File: src/rtl/mem_port_arbiter_if.sv
// Bundle of fetch, data and memory-side signals shared by mem_port_arbiter.
// The "master" modport is the arbiter's view, since it drives the memory bus.
// The "slave" modport is the view of the clients and the memory.
interface mem_port_arbiter_if #(
    parameter int ADDR_W = 32,
    parameter int DATA_W = 32
);
    logic              i_req;
    logic [ADDR_W-1:0] i_addr;
    logic [DATA_W-1:0] i_rdata;
    logic              i_ack;

    logic              d_req;
    logic              d_we;
    logic [ADDR_W-1:0] d_addr;
    logic [DATA_W-1:0] d_wdata;
    logic [DATA_W-1:0] d_rdata;
    logic              d_ack;

    logic              mem_req;
    logic              mem_we;
    logic [ADDR_W-1:0] mem_addr;
    logic [DATA_W-1:0] mem_wdata;
    logic [DATA_W-1:0] mem_rdata;
    logic              mem_ready;

    modport master (
        input  i_req, i_addr, d_req, d_we, d_addr, d_wdata, mem_rdata, mem_ready,
        output i_rdata, i_ack, d_rdata, d_ack, mem_req, mem_we, mem_addr, mem_wdata
    );

    modport slave (
        output i_req, i_addr, d_req, d_we, d_addr, d_wdata, mem_rdata, mem_ready,
        input  i_rdata, i_ack, d_rdata, d_ack, mem_req, mem_we, mem_addr, mem_wdata
    );
endinterface

File: src/rtl/mem_port_arbiter.sv
// mem_port_arbiter: shares one single-ported memory between instruction fetch
// and load/store data. Data wins conflicts, except that after MAX_D_BURST data
// grants with fetch waiting, fetch wins the next conflict.
// Optional macro ARB_PERF_CNT_EN enables the perf_i_wait/perf_d_wait stall
// counters. Without it, those ports are tied to 0.
//
// state  | meaning
// -------+------------------------------------------------------------
// IDLE   | no access in flight, arbitrating between i_req and d_req
// I_BUSY | fetch access presented to memory, waiting for mem_ready
// D_BUSY | data access presented to memory, waiting for mem_ready
// RESP   | one-cycle ack and rdata toward the client that owned the access
module mem_port_arbiter #(
    parameter int MAX_D_BURST = 4,
    parameter int ADDR_W      = 32,
    parameter int DATA_W      = 32
) (
    input  logic               clk,
    input  logic               reset,
    mem_port_arbiter_if.master bus,
    output logic [31:0]        perf_i_wait,
    output logic [31:0]        perf_d_wait
);
    typedef enum logic [1:0] {IDLE, I_BUSY, D_BUSY, RESP} state_t;

    localparam logic [3:0] BURST_MAX = 4'(MAX_D_BURST);

    state_t            state;
    logic [3:0]        burst_cnt;
    logic              mem_req_q;
    logic              mem_we_q;
    logic [ADDR_W-1:0] mem_addr_q;
    logic [DATA_W-1:0] mem_wdata_q;
    // The ack pair doubles as the owner record of the completed access.
    logic              i_ack_q;
    logic              d_ack_q;
    logic [DATA_W-1:0] i_rdata_q;
    logic [DATA_W-1:0] d_rdata_q;
    logic              fetch_wins;

    // Fetch wins only when it has waited out a full data burst.
    assign fetch_wins = bus.i_req && (!bus.d_req || burst_cnt == BURST_MAX);

    // Arbitration FSM with registered memory-side and client-side outputs.
    always_ff @(posedge clk or posedge reset) begin
        if (reset) begin
            state       <= IDLE;
            burst_cnt   <= '0;
            mem_req_q   <= 1'b0;
            mem_we_q    <= 1'b0;
            mem_addr_q  <= '0;
            mem_wdata_q <= '0;
            i_ack_q     <= 1'b0;
            d_ack_q     <= 1'b0;
            i_rdata_q   <= '0;
            d_rdata_q   <= '0;
        end else begin
            case (state)
                IDLE: begin
                    if (fetch_wins) begin
                        state       <= I_BUSY;
                        mem_req_q   <= 1'b1;
                        mem_we_q    <= 1'b0;
                        mem_addr_q  <= bus.i_addr;
                        mem_wdata_q <= '0;
                        burst_cnt   <= '0;
                    end else if (bus.d_req) begin
                        state       <= D_BUSY;
                        mem_req_q   <= 1'b1;
                        mem_we_q    <= bus.d_we;
                        mem_addr_q  <= bus.d_addr;
                        mem_wdata_q <= bus.d_wdata;
                        if (bus.i_req && burst_cnt != BURST_MAX)
                            burst_cnt <= burst_cnt + 4'd1;
                    end
                end
                I_BUSY, D_BUSY: begin
                    if (bus.mem_ready) begin
                        state     <= RESP;
                        mem_req_q <= 1'b0;
                        if (state == D_BUSY) begin
                            d_ack_q   <= 1'b1;
                            d_rdata_q <= bus.mem_rdata;
                        end else begin
                            i_ack_q   <= 1'b1;
                            i_rdata_q <= bus.mem_rdata;
                        end
                    end
                end
                RESP: begin
                    state     <= IDLE;
                    i_ack_q   <= 1'b0;
                    d_ack_q   <= 1'b0;
                    i_rdata_q <= '0;
                    d_rdata_q <= '0;
                end
                default: state <= IDLE;
            endcase
        end
    end

    assign bus.mem_req   = mem_req_q;
    assign bus.mem_we    = mem_we_q;
    assign bus.mem_addr  = mem_addr_q;
    assign bus.mem_wdata = mem_wdata_q;
    assign bus.i_ack     = i_ack_q;
    assign bus.d_ack     = d_ack_q;
    assign bus.i_rdata   = i_rdata_q;
    assign bus.d_rdata   = d_rdata_q;

`ifdef ARB_PERF_CNT_EN
    logic [31:0] perf_i_q;
    logic [31:0] perf_d_q;

    // Stall-cycle counters: request pending without its ack, wrapping freely.
    always_ff @(posedge clk or posedge reset) begin
        if (reset) begin
            perf_i_q <= '0;
            perf_d_q <= '0;
        end else begin
            if (bus.i_req && !i_ack_q)
                perf_i_q <= perf_i_q + 32'd1;
            if (bus.d_req && !d_ack_q)
                perf_d_q <= perf_d_q + 32'd1;
        end
    end

    assign perf_i_wait = perf_i_q;
    assign perf_d_wait = perf_d_q;
`else
    assign perf_i_wait = '0;
    assign perf_d_wait = '0;
`endif
endmodule

File: src/flat_wrapper.sv
// flat-port wrapper written by rule: the top's interface ports become plain ports
module mem_port_arbiter_flat 
#(
    parameter int MAX_D_BURST = 4,
    parameter int ADDR_W      = 32,
    parameter int DATA_W      = 32
)
  (clk, reset, perf_i_wait, perf_d_wait, bus_i_req, bus_i_addr, bus_d_req, bus_d_we, bus_d_addr, bus_d_wdata, bus_mem_rdata, bus_mem_ready, bus_i_rdata, bus_i_ack, bus_d_rdata, bus_d_ack, bus_mem_req, bus_mem_we, bus_mem_addr, bus_mem_wdata);
  mem_port_arbiter_if #(.ADDR_W(ADDR_W), .DATA_W(DATA_W)) bus_i ();
  input  logic clk;
  input  logic reset;
  output logic [31:0] perf_i_wait;
  output logic [31:0] perf_d_wait;
  input wire logic [$bits(bus_i.i_req)-1:0] bus_i_req;
  input wire logic [$bits(bus_i.i_addr)-1:0] bus_i_addr;
  input wire logic [$bits(bus_i.d_req)-1:0] bus_d_req;
  input wire logic [$bits(bus_i.d_we)-1:0] bus_d_we;
  input wire logic [$bits(bus_i.d_addr)-1:0] bus_d_addr;
  input wire logic [$bits(bus_i.d_wdata)-1:0] bus_d_wdata;
  input wire logic [$bits(bus_i.mem_rdata)-1:0] bus_mem_rdata;
  input wire logic [$bits(bus_i.mem_ready)-1:0] bus_mem_ready;
  output wire logic [$bits(bus_i.i_rdata)-1:0] bus_i_rdata;
  output wire logic [$bits(bus_i.i_ack)-1:0] bus_i_ack;
  output wire logic [$bits(bus_i.d_rdata)-1:0] bus_d_rdata;
  output wire logic [$bits(bus_i.d_ack)-1:0] bus_d_ack;
  output wire logic [$bits(bus_i.mem_req)-1:0] bus_mem_req;
  output wire logic [$bits(bus_i.mem_we)-1:0] bus_mem_we;
  output wire logic [$bits(bus_i.mem_addr)-1:0] bus_mem_addr;
  output wire logic [$bits(bus_i.mem_wdata)-1:0] bus_mem_wdata;
  assign bus_i.i_req = bus_i_req;
  assign bus_i.i_addr = bus_i_addr;
  assign bus_i.d_req = bus_d_req;
  assign bus_i.d_we = bus_d_we;
  assign bus_i.d_addr = bus_d_addr;
  assign bus_i.d_wdata = bus_d_wdata;
  assign bus_i.mem_rdata = bus_mem_rdata;
  assign bus_i.mem_ready = bus_mem_ready;
  assign bus_i_rdata = bus_i.i_rdata;
  assign bus_i_ack = bus_i.i_ack;
  assign bus_d_rdata = bus_i.d_rdata;
  assign bus_d_ack = bus_i.d_ack;
  assign bus_mem_req = bus_i.mem_req;
  assign bus_mem_we = bus_i.mem_we;
  assign bus_mem_addr = bus_i.mem_addr;
  assign bus_mem_wdata = bus_i.mem_wdata;
  mem_port_arbiter #(.MAX_D_BURST(MAX_D_BURST), .ADDR_W(ADDR_W), .DATA_W(DATA_W)) u_core (.clk(clk), .reset(reset), .bus(bus_i), .perf_i_wait(perf_i_wait), .perf_d_wait(perf_d_wait));
endmodule
File: config.mk
export PLATFORM = sky130hd
export DESIGN_NAME = mem_port_arbiter_flat
export DESIGN_NICKNAME = d
export VERILOG_FILES = /design/src/rtl/mem_port_arbiter_if.sv /design/src/rtl/mem_port_arbiter.sv /design/src/flat_wrapper.sv
export SDC_FILE = /design/constraint.sdc
export NUM_CORES = 1
export LEC_CHECK = 0
export ABC_CLOCK_PERIOD_IN_PS = 6500
export CORE_MARGIN = 4
export CORE_UTILIZATION = 29
export CTS_CLUSTER_SIZE = 40
export DETAILED_ROUTE_END_ITERATION = 6
export GPL_TIMING_DRIVEN = 0
export PLACE_DENSITY = 0.69
export SLEW_MARGIN = 40
export SYNTH_ARGS = -nofsm -noshare
export SYNTH_HDL_FRONTEND = slang
export SYNTH_SLANG_ARGS = --single-unit
File: constraint.sdc
create_clock -name clk -period 6.5 [get_ports clk]
set_clock_uncertainty 0.2 [all_clocks]
set_input_delay 0.975 -clock clk [delete_from_list [all_inputs] [get_ports clk]]
set_output_delay 0.975 -clock clk [all_outputs]
set_load 0.02 [all_outputs]
==> flow_metrics.tcl, run 1 <==
set metrics [dict create \
    critPathSlowestCell "clkdlybuf4s50_1" \
    core-area_um2 22570 \
    place_inst 1236 \
    area_delta_synth_final_pct 57.72 \
    path_clk_slew_ns 0.06 \
    overflow 0 \
    antenna_found_initial 0 \
    gr-usage-all-layers 0.1580 \
    dp_hpwl_um 15390 \
    critical-path-max-stage-delay_ns 0.64 \
    pwr-share-seq 0.280 \
    avgSynthCellArea_um2 10.68 \
    rsz0062_at_grt "false" \
    hold_viol 0 \
    start_util 0.2947 \
    p_leak_uw 0.004647 \
    crit_arrival_ns 1.45 \
    syn_area_um2 6653 \
    post-route-min-period_ns 2.623 \
    reg2reg_from "u_core.state[0]$_DFFE_PP0P_" \
    die_height_um 159.5 \
    max_slew_margin 0.5078 \
    synthArstFlopShare 1.000 \
    tightestPinTransition_ns 0.7368 \
    dp_slack_ns 3.454 \
    internal-power_uw 3208 \
    synth.most_common_cell "dfrtp_1" \
    setup_violations 0 \
    numCtsBuffers 17 \
    htreeDepth 4 \
    synth-seq-cells 138 \
    clock_tree.buffer_depth 2 \
    vdd.ir_drop.worst_v 0.0001786 \
    cp_max_fo 2 \
    clkPwrFrac 0.177 \
    cts.repair.resized 0 \
    grt_pass1_vias 5731 \
    diodes 0 \
    reg2reg_depth 7 \
    wirelength_um 20360 \
    cp_data_required_time_ns 5.32 \
    worst-setup-path-type "reg2out" \
    netSwitchingFraction 0.3973 \
    worstHoldStart "u_core.bus.mem_wdata[1]$_DFFE_PP0P_" \
    combPwrFrac 0.543 \
    maxSlewViolCount 0 \
    drc 0 \
    finalCritPeriodShare 0.4036 \
    status "complete, no violations" \
    r2r_slack_ns 4.08 \
    yosysTopAreaCell "dfrtp_1" \
    ys_warn_count 0 \
    viasPerCell 4.414 \
    hold_buffers 0 \
    crit_chain "clkdlybuf4s50_1" \
    postCtsSetupBuffers 0 \
    min_path_cells 2 \
    ys.flop_type "dfrtp_1" \
    cp_top_family "buffers and inverters" \
    cp.depth 1 \
    final_nets 1112 \
    seq_area_frac_synth 0.5191 \
    yosys-top-cells-count "138 x dfrtp_1, 136 x nand2_1, 64 x buf_4" \
    cts_tree "yes" \
    place_area_um2 9923 \
    drt_iter0_markers 232 \
    cap_violations 0 \
    syn_inst 623 \
    die_area_um2 25430 \
    power.density_nw_per_um2 507.2 \
    setup_tns_ns 0 \
    gp_congestion 0.7925 \
    dr_total_vias 5597 \
    whs_endpoint "u_core.bus.mem_wdata[1]$_DFFE_PP0P_" \
    p_sw_uw 2114 \
    crit_path_end_kind "output port" \
    synth.distinct_cells 33 \
    cts.sinks 138 \
    antenna_left 0 \
    firstDrtPassIters 4 \
    die_width_um 159.5 \
    stdcell_area_um2 10490 \
    hold_path_class "reg2reg" \
    cp_num_buf_inv 1 \
    yosysTopAreaCellShare 0.5191 \
    io_pins 330 \
    r2r-end "u_core.bus.i_rdata[22]$_DFFE_PP0P_" \
    root_buffer "clkbuf_16" \
    grt_pass1_wl_um 32130 \
    critPathLaunchType "flip-flop" \
    grt_max_degree 75 \
    worstSkewPairLatency_ns 0.42 \
    final_cells 1268 \
    layout-drive-gt1-share 0.1913 \
    setup_slack_ns 3.877 \
    max_clock_freq_ghz 0.3812 \
    fp-row-count 55 \
    wire_per_inst_um 16.05 \
    placement.io_buffers 264 \
    synth_area_leaders "dfrtp_1 52%, nand2_1 7.7%, mux2_2 7.4%, buf_4 7.2%, mux2_4 4.3%" \
    synth-edff-count 0 \
]
-- state kept, by name, indices dropped and copies added, names as in the netlist --
register	flops
u_core.bus.i_rdata	32
u_core.bus.mem_req	1
u_core.bus.mem_we	1
u_core.bus.d_rdata	32
u_core.bus.mem_addr	32
u_core.bus.d_ack	1
u_core.bus.mem_wdata	32
u_core.bus.i_ack	1
u_core.state	2
u_core.burst_cnt	4
-- worst max path at each step --
stage	from	endpoint	slack [ns]
floorplan	reset	u_core.burst_cnt[0]$_DFFE_PP0P_	1.63
global placement	reset	u_core.bus.i_rdata[11]$_DFFE_PP0P_	-0.69
detailed placement	bus_d_req	u_core.bus.mem_addr[8]$_DFFE_PP0P_	3.45
CTS	u_core.bus.mem_wdata[14]$_DFFE_PP0P_	bus_mem_wdata[14]	3.84
global route	u_core.bus.mem_wdata[17]$_DFFE_PP0P_	bus_mem_wdata[17]	3.81
finish	u_core.bus.d_rdata[31]$_DFFE_PP0P_	bus_d_rdata[31]	3.88
-- metal layers --
| layer | part of all wire | wire length, um | global-route usage |
|---|---|---|---|
| met4 | 0.019 | 381 | 0.04458 |
| met2 | 0.47 | 9491 | 0.2525 |
| met1 | 0.42 | 8523 | 0.1946 |
| met5 | 0 | 0 | 0 |
| met3 | 0.096 | 1959 | 0.06963 |
-- cells by family after synthesis --
family,Yosys count,synth area share
and+or+nand+nor,216,0.1550
other,1,0.0005637
AOI/OAI and AO/OA,78,0.07448
adders and majority gates,8,0.01505
DFF,138,0.5191
buffers and inverters,115,0.1123
muxes,67,0.1236
-- stage by stage --
stage / hold WS [ns] / total power, uW / util
after floorplan: 0.2877 / 3204 / -
after global placement: 0.2622 / 4371 / 0.4381
after detailed placement: 0.2696 / 4429 / 0.4396
after CTS: 0.2830 / 5392 / 0.4649
after global routing: 0.3091 / 5641 / 0.4649
final: 0.2783 / 5322 / 0.4649
-- area by class of cell --
| type | instances | area [um^2] |
|---|---|---|
| Fill cell | 2099 | 12080 |
| Multi-Input combinational cell | 433 | 2689 |
| Sequential cell | 138 | 3453 |
| Tap cell | 285 | 356.6 |
| Timing Repair Buffer | 265 | 2670 |
| Clock buffer | 18 | 439.2 |
| Inverter | 9 | 41.29 |
| Buffer | 106 | 713.2 |
| Clock inverter | 14 | 130.1 |
-- cells in the final DEF, fill, tap and decap left out, types with 2 or more instances in the layout --
cell and n:
buf_6 7, nand4_1 33, o211ai_1 33, inv_1 8, nor2b_1 34, nor3_4 2
o21ai_0 36, nor3_1 2, o21a_1 2, clkdlybuf4s50_1 264, inv_6 6, mux2_4 19
clkbuf_16 17, mux2i_1 3, ha_1 8, buf_4 64, clkinvlp_4 4, inv_8 3
nor2_1 2, buf_2 18, o31ai_1 2, conb_1 64, and3b_1 2, clkbuf_1 17
nand2_1 136, dfrtp_1 138, mux2_2 44
-- power groups by stage --
stage                     combinational [uW]  clock (uW)  sequential, uW
after floorplan                         1270           0            1940
after global placement                  2880           0            1490
after detailed placement                2920           0            1510
after CTS                               2930         968            1490
after global routing                    3090        1010            1540
final                                   2890         943            1490
Note: power is estimated with default switching activity, not from simulation.
==> run 2: changes to the inputs <==
--- a/config.mk
+++ b/config.mk
@@ -5,13 +5,13 @@
 export SDC_FILE = /design/constraint.sdc
 export NUM_CORES = 1
 export LEC_CHECK = 0
-export ABC_CLOCK_PERIOD_IN_PS = 6500
+export ABC_CLOCK_PERIOD_IN_PS = 2150
 export CORE_MARGIN = 4
 export CORE_UTILIZATION = 29
 export CTS_CLUSTER_SIZE = 40
 export DETAILED_ROUTE_END_ITERATION = 6
 export GPL_TIMING_DRIVEN = 0
-export PLACE_DENSITY = 0.69
+export PLACE_DENSITY = 0.71
 export SLEW_MARGIN = 40
 export SYNTH_ARGS = -nofsm -noshare
 export SYNTH_HDL_FRONTEND = slang
==> constraint.sdc (replaced) <==
create_clock -name clk -period 2.15 [get_ports clk]
set_clock_uncertainty 0.2 [all_clocks]
set_input_delay 0.3225 -clock clk [delete_from_list [all_inputs] [get_ports clk]]
set_output_delay 0.3225 -clock clk [all_outputs]
set_load 0.02 [all_outputs]
==> run 2 against run 1 <==
  * Non-clock buffer count is 20 higher
  * Hold slack got worse by 0.25 ns
  * Final cell count is 1.6% higher
  * Clock-buffer cell count shrank 1
  * Sequential share of layout area decreased by 1.1 points
  * Global-route usage down 0.18 points
  * Largest cell class is now buffers
  * Highest routed layer unchanged
==> flow_metrics.tcl, run 2 (synthesis results as in run 1) <==
set metrics [dict create \
    status "complete, no violations" \
    rsz0062_at_grt "false" \
    layout_common_cells "264 x clkdlybuf4s50_1, 138 x dfrtp_1, 136 x nand2_1" \
    critical-path-max-stage-delay_ns 0.38 \
    p_leak_uw 0.004850 \
    diodes 0 \
    hold_viol 0 \
    dr_wl_met2_um 10140 \
    die_width_um 159.5 \
    hold_path_class "in2async" \
    viasPerCell 4.366 \
    setup_slack_ns 0.07393 \
    fin_util 0.4807 \
    fp-row-count 55 \
    placement.io_buffers 264 \
    clock_tree.buffer_depth 2 \
    htreeDepth 4 \
    highest_layer "met4" \
    finalCritPeriodShare 0.9656 \
    drt_iter0_markers 137 \
    overflow 0 \
    numCtsBuffers 17 \
    firstDrtPassIters 4 \
    place_area_um2 10030 \
    worstSkewPairLatency_ns 0.41 \
    crit_chain "inv_2, ha_4, nor2b_4, buf_6, nor3_4, buf_6, buf_12, mux2_2" \
    max_clock_freq_ghz 0.4817 \
    grt_pass1_vias 5702 \
    gp_congestion 0.7670 \
    cts_tree "yes" \
    power.density_nw_per_um2 1555 \
    setup_violations 0 \
    final_common_cell "clkdlybuf4s50_1" \
    area_delta_synth_final_pct 63.08 \
    io_pins 330 \
    crit_path_end_kind "flip-flop" \
    setup_tns_ns 0 \
    tightestPinTransition_ns 0.5168 \
    die_height_um 159.5 \
    wl_met1_um 8537 \
    crit_arrival_ns 2.17 \
    maxSlewViolCount 0 \
    antenna_found_initial 0 \
    dp_hpwl_um 15730 \
    final_nets 1132 \
    wirelength_um 20610 \
    start_util 0.2947 \
    cts.sinks 138 \
    worst-setup-path-type "reg2reg" \
    vdd.ir_drop.worst_v 0.0006784 \
    post-route-min-period_ns 2.076 \
    dr_wl_met3_um 1795 \
    layout-drive-gt1-share 0.2193 \
    wire_per_inst_um 16.00 \
    stdcell_area_um2 10850 \
    antenna_left 0 \
    path_clk_slew_ns 0.06 \
    cap_violations 0 \
    drc 0 \
    cp_common_cell "buf_6" \
    cp_top_family "buffers and inverters" \
    die_area_um2 25430 \
    cp_num_buf_inv 4 \
    critPathLaunchType "flip-flop" \
    cp_max_fo 10 \
    root_buffer "clkbuf_16" \
    grt_pass1_wl_um 31870 \
    core-area_um2 22570 \
    grt_max_degree 25 \
    dp_slack_ns -0.2613 \
    cp_data_required_time_ns 2.24 \
    critPathSlowestCell "dfrtp_1" \
    dr_total_vias 5624 \
    gr-usage-all-layers 0.1561 \
    max_slew_margin 0.6555 \
]
==> run 2: cell count changes in the layout (fill, tap and decap cells not counted), sizes merged <==
cell	before	now
inv	17	16
buf	90	107
clkbuf	35	37
clkinv	2	4
==> run 2: metal layers <==
metal	vias up	GRT usage
li1	2735	-
met1	2652	0.1872
met2	226	0.2637
met3	11	0.06575
met4	0	0.03235
met5	-	0
==> run 2: cell type report <==
type	instances	area, um^2
tap	285	356.6
buffer	106	760.7
clock buffer	17	425.4
inverter	9	37.54
sequential	138	3453
fill	2111	11720
timing repair buffer	285	2933
multi-input combinational	433	2751
clock inverter	15	131.4
==> run 2: through the flow <==
stage	cells	power, uW	hold WS, ns
2_1_floorplan	686	9687	0.2585
3_3_place_gp	1235	13200	0.2609
3_5_place_dp	1241	13390	0.2699
4_1_cts	1279	16490	0.01183
5_1_grt	1288	17900	0.02479
6_report	1288	16870	0.03042
==> run 2: final timing paths <==
kind,to,depth (start not counted),slack [ns],from
max in group asynchronous,u_core.bus.d_rdata[7]$_DFFE_PP0P_,5,0.90,reset
hold / removal,u_core.bus.d_rdata[27]$_DFFE_PP0P_,2,0.03,reset
setup reg to reg,u_core.bus.d_rdata[26]$_DFFE_PP0P_,8,0.07,u_core.state[1]$_DFFE_PP0P_
setup / recovery,u_core.bus.d_rdata[26]$_DFFE_PP0P_,8,0.07,u_core.state[1]$_DFFE_PP0P_
min in group clk,u_core.state[0]$_DFFE_PP0P_,3,0.15,bus_i_req
hold reg to reg,u_core.bus.mem_wdata[28]$_DFFE_PP0P_,2,0.28,u_core.bus.mem_wdata[28]$_DFFE_PP0P_
==> run 2: power breakdown <==
part           total [uW]  switching, uW  internal, uW  leakage (uW)
logic                9630           4640          4990       0.00287
clock network        2770           1250          1520      0.000267
registers            4480            640          3840       0.00171
total               16900           6530         10300       0.00485
==> run 2: timing repair <==
item	4_1_cts	5_1_grt
hold buffers	0	0
buffers inserted	6	7
gates cloned	0	2
pin swaps	2	2
setup endpoints to repair	78	109
gates resized for setup	8	30
